File: src/rtl/en_liner_code.sv
// Serial-in / serial-out systematic (7,4) linear block encoder.
// Collects d0..d3, appends three check bits, then shifts out c0..c6.
// An optional per-block single-bit flip feeds the decoder's correction path.
module en_liner_code #(
   parameter int PAR_DATA_BITS  = 4,
   parameter int PAR_CODE_LINE  = 7,
   parameter int PAR_CODE_CHECK = 3,
   parameter int PAR_COUNT_W    = 8
) (
   input  logic                   clk_in,
   input  logic                   rst_n,
   input  logic                   data_bit_in,
   input  logic                   data_valid_in,
   output logic                   data_ready_out,
   output logic                   code_bit_out,
   output logic                   code_valid_out,
   input  logic                   code_ready_in,
   output logic                   block_start_out,
   input  logic                   err_en_in,
   input  logic [2:0]             err_pos_in,
   output logic [PAR_COUNT_W-1:0] block_count_out
);

   typedef enum logic [1:0] {COLLECT = 2'd0, ENCODE = 2'd1, EMIT = 2'd2} state_t;

   localparam logic [2:0] LAST_D = 3'(PAR_DATA_BITS - 1);
   localparam logic [2:0] LAST_C = 3'(PAR_CODE_LINE - 1);

   state_t                    state, state_nxt;
   logic [2:0]                cnt;
   logic [PAR_DATA_BITS-1:0]  data_reg;
   logic [PAR_CODE_LINE-1:0]  code_reg;
   logic [PAR_COUNT_W-1:0]    blk_cnt;
   logic [PAR_CODE_CHECK-1:0] chk_bits;
   logic [PAR_CODE_LINE-1:0]  flip_mask;
   logic                      in_acc, out_acc;

   assign in_acc  = (state == COLLECT) && data_valid_in;
   assign out_acc = (state == EMIT) && code_ready_in;

   // Check bits and the optional error mask; only consumed in ENCODE.
   always_comb begin
      chk_bits  = {data_reg[1] ^ data_reg[2] ^ data_reg[3],
                   data_reg[0] ^ data_reg[2] ^ data_reg[3],
                   data_reg[0] ^ data_reg[1] ^ data_reg[3]};
      flip_mask = '0;
      if (err_en_in && (err_pos_in != 3'd7))
         flip_mask[err_pos_in] = 1'b1;
   end

   // State register.
   always_ff @(posedge clk_in or negedge rst_n) begin
      if (!rst_n) state <= COLLECT;
      else        state <= state_nxt;
   end

   // Next-state: 4 input beats, one encode cycle, 7 output beats.
   always_comb begin
      state_nxt = state;
      case (state)
         COLLECT: if (in_acc && cnt == LAST_D)  state_nxt = ENCODE;
         ENCODE:                                state_nxt = EMIT;
         EMIT:    if (out_acc && cnt == LAST_C) state_nxt = COLLECT;
         default:                               state_nxt = COLLECT;
      endcase
   end

   // Bit counter, data/code registers and emitted-block counter.
   always_ff @(posedge clk_in or negedge rst_n) begin
      if (!rst_n) begin
         cnt      <= '0;
         data_reg <= '0;
         code_reg <= '0;
         blk_cnt  <= '0;
      end else begin
         case (state)
            COLLECT: if (in_acc) begin
               data_reg[cnt[1:0]] <= data_bit_in;
               cnt                <= (cnt == LAST_D) ? 3'd0 : cnt + 3'd1;
            end
            ENCODE: code_reg <= {chk_bits, data_reg} ^ flip_mask;
            EMIT: if (out_acc) begin
               if (cnt == LAST_C) begin
                  cnt     <= 3'd0;
                  blk_cnt <= blk_cnt + 1'b1;
               end else begin
                  cnt <= cnt + 3'd1;
               end
            end
            default: cnt <= '0;
         endcase
      end
   end

   // Outputs decode state and registers only; no input reaches an output.
   always_comb begin
      data_ready_out  = (state == COLLECT);
      code_valid_out  = (state == EMIT);
      block_start_out = (state == EMIT) && (cnt == 3'd0);
      code_bit_out    = code_reg[cnt];
      block_count_out = blk_cnt;
   end

endmodule

File: config.mk
export PLATFORM = sky130hd
export DESIGN_NAME = en_liner_code
export DESIGN_NICKNAME = d
export VERILOG_FILES = /design/src/rtl/en_liner_code.sv
export SDC_FILE = /design/constraint.sdc
export NUM_CORES = 1
export LEC_CHECK = 0
export BUFFER_PORTS_ARGS = -buffer_cell sky130_fd_sc_hd__buf_2
export CORE_ASPECT_RATIO = 0.7
export CORE_MARGIN = 2
export CORE_UTILIZATION = 55
export CTS_BUF_LIST = sky130_fd_sc_hd__clkbuf_16
export DETAILED_ROUTE_END_ITERATION = 10
export GPL_TIMING_DRIVEN = 0
export HOLD_SLACK_MARGIN = 0.03
export PLACE_DENSITY = 0.78
export SLEW_MARGIN = 20
export SYNTH_ARGS = -nofsm -noshare
export SYNTH_HDL_FRONTEND = slang
export SYNTH_SLANG_ARGS = --single-unit
File: constraint.sdc
create_clock -name clk_in -period 2 [get_ports clk_in]
set_input_delay 0.2 -clock clk_in [delete_from_list [all_inputs] [get_ports clk_in]]
set_output_delay 0.2 -clock clk_in [all_outputs]
set_load 0.05 [all_outputs]
==> metrics.md <==
| Metric | Value |
|---|---|
| Comb power frac | `0.490` |
| End of the worst hold path | `data_reg[1]` |
| Die X | `63.2 um` |
| Max FFs per register | `8` |
| Fin crit share | `0.947` |
| Max-cap violations | `0` |
| Leak | `0.000755 uW` |
| Slew Viols, Final | `0` |
| CTS buffer count | `3` |
| Grt peak-use layer | `met2` |
| YS warnings | `0` |
| Drt via density | `5.45` |
| DP HPWL | `2070 um` |
| Fillers | `181` |
| Worst R2R Start | `cnt[0]` |
| Die area | `2870 um^2` |
| DRT Wirelength | `2870 um` |
| Int Pwr | `1390 uW` |
| CTS tree | `yes` |
| Switching Power | `1100 uW` |
| Initial DRT Pass Iterations | `4` |
| Total power | `2490 uW` |
| FF-to-FF End | `block_count_out[1]` |
| Setup TNS | `0 ps` |
| Synth top area share | `0.446` |
| Routed vias | `1,008` |
| CP Max Fanout | `8` |
| Crit path kind | `register to output port` |
| Skew final | `3.39 ps` |
| Clock share of power | `0.172` |
| Register bit total from synthesis | `24` |
| Initial DRC count | `60` |
| Worst Hold Class | `input pin to register` |
| Synth-to-Final Area Change | `17.2%` |
| R2r setup slk | `170 ps` |
| Top post-synthesis cells by area | `dfrtp_1 45%, xnor2_1 7.8%, ha_1 7.4%` |
| Endpoint class of the critical path | `output port` |
| M2 GR Usage | `0.370` |
| Worst relative slew slack | `0.639` |
| Seq/Total Area, Yosys | `0.446` |
| Critical Path AT | `1690 ps` |
| Flop pwr share | `0.339` |
| Clock transition at path regs | `60 ps` |
| Met3 Usage GRT | `0.0495` |
| Vias in the first global route | `976` |
| Die H | `45.4 um` |
| Clk buf depth | `2` |
| Nets | `172` |
| RSZ-0062 raised after global routing | `no` |
| Final min period | `1890 ps` |
| # rows | `14` |
| # setup viols final | `0` |
| Total gr overflow | `0` |
| Antenna diode instance count | `0` |
| Avg Inst Size Synth | `10.4 um^2` |
| Area leader, netlist | `dfrtp_1` |
| Actual slew at the worst max-slew pin | `542 ps` |
| Power per cell area | `1580 nW/um^2` |
| Hold Crit Depth | `2` |
| Switch share | `0.442` |
| Syn_nets | `146` |
| Initial Utilization | `0.606` |
| Final GP Congestion | `0.856` |
| Overall global routing resource usage | `0.235` |
| Worst IR drop on VDD | `0.870 mV` |
| DR WL/cell | `15.5 um` |
| H-tree depth | `1` |
| Fmax | `0.528 GHz` |
| Root buf cell | `clkbuf_16` |
| Core area | `2220 um^2` |
| CP Launch Type | `register` |
| Placed insts | `181` |
| Syn Std Cell Area | `1350 um^2` |
| Sink Count | `24` |
| Cells after Synth | `129` |
| Met1 track demand over resource | `0.334` |
| DRC Markers | `0` |
| First-pass GRT wire length | `4960 um` |
| Placed cell area | `1490 um^2` |
| Initial antenna violation count | `0` |
| Share of cells above drive strength 1 | `0.242` |
| Largest net degree at the start of global routing | `25` |
| Worst-Skew Late Latency | `260 ps` |
| Required time worst endpoint | `1800 ps` |
| Fin cells | `185` |
| Final number of hold-violating endpoints | `0` |
| Io pins | `21` |
| Final instance area | `1580 um^2` |
| Fin util | `0.710` |
| Slowest stage delay, CP | `550 ps` |
| Cells on worst reg2reg path | `5` |
| Worst Setup SP | `cnt[0]` |
| Antenna viol nets, final | `0` |
| Status | `finished clean` |
| Distinct cells, synth | `32` |
| Cell Chain, Critical Path | `mux4_2, nand2_1, o21ai_1, buf_2` |
| Slowest CP cell | `mux4_2` |
| Hold path start | `data_bit_in` |
| PortBufs | `20` |
[how the worst max path moves through the flow]
| stage | to | slack [ps] |
|---|---|---|
| finish | code_bit_out | 110 |
| global route | code_bit_out | 20 |
| CTS | code_bit_out | 70 |
| detailed placement | block_count_out[1] | 200 |
| global placement | block_count_out[1] | 240 |
| floorplan | code_bit_out | 330 |
[power groups by stage]
stage	sequential [uW]	clock (uW)	combinational [uW]
3_5_place_dp	848	0	1200
4_1_cts	844	433	1220
5_1_grt	874	459	1340
3_3_place_gp	832	0	1160
2_1_floorplan	874	0	889
6_report	844	428	1220
[layout make-up]
| class | instances | area (um^2) | share of cell area |
|---|---|---|---|
| Multi-Input combinational cell | 98 | 724 | 0.459 |
| Sequential cell | 24 | 601 | 0.380 |
| Timing Repair Buffer | 21 | 110 | 0.0697 |
| Clock buffer | 3 | 75.1 | 0.0475 |
| Tap cell | 32 | 40.0 | 0.0254 |
| Inverter | 5 | 18.8 | 0.0119 |
| Buffer | 2 | 10.0 | 0.00634 |
[synthesized netlist by cell type]
library cell / number
a21o_1: 1
a21oi_1: 2
a22oi_1: 1
a31oi_1: 1
a32oi_1: 1
and3_1: 1
buf_2: 1
clkbuf_1: 1
dfrtp_1: 24
ha_1: 8
inv_1: 5
mux2_2: 5
mux2i_1: 3
mux4_2: 1
nand2_1: 16
nand2b_1: 4
nand3_1: 8
nand4_1: 2
nand4b_1: 2
nor2_1: 3
nor2_2: 2
nor3_1: 3
nor3_2: 1
nor3b_1: 3
o21a_1: 1
o21ai_0: 7
o21ai_1: 1
o21ai_2: 1
o31ai_1: 1
xnor2_1: 12
xor2_1: 6
xor2_2: 1
[metrics by stage]
stage          setup slack [ps]  hold WS [ps]
3_3_place_gp                240           203
2_1_floorplan               333         -95.6
4_1_cts                    70.1           228
6_report                    106           224
3_5_place_dp                200           212
5_1_grt                    22.3           236
[cell usage in the layout (no fill, tap or decap), types with 2 or more instances in the layout]
cell type / count
ha_1: 8
nand2_1: 16
nor2_2: 2
nand2b_1: 4
buf_2: 21
o21ai_1: 2
nor3b_1: 2
xor2_1: 6
clkbuf_16: 3
nand4_1: 2
xnor2_1: 12
a21oi_1: 2
nand3_1: 8
o21ai_0: 6
mux2i_1: 3
dfrtp_1: 24
nand4b_1: 2
mux2_2: 5
nor3_1: 3
nor2_1: 3
inv_1: 5
[what timing repair did]
item | CTS | global route
hold buffers | 1 | 0
buffers inserted | 0 | 0
endpoints found under the setup margin | 0 | 1
resized for setup | 0 | 2
endpoints found under the hold margin | 24 | 0
[logic make-up after synthesis]
family / count (synthesis) / share of synthesized area
buf+inv: 7 / 0.0204
fa+ha+maj: 8 / 0.0743
flops: 24 / 0.446
compound gates: 17 / 0.0771
xor+xnor: 19 / 0.129
mux: 9 / 0.0808
simple gates: 45 / 0.173
[critical path: cells and delay by family, from the launching register on]
family          cells  cell delay [ps]
simple gates        1               80
compound gates      1               60
buf+inv             1              210
flops               1              540
mux                 1              550
[per-layer routing]
layer	wire [um]	up-vias
met2	1270	20
met4	61	0
met3	110	6
met1	1430	491
li1	-	491
met5	0	-
Note: power is estimated with default switching activity, not from simulation.
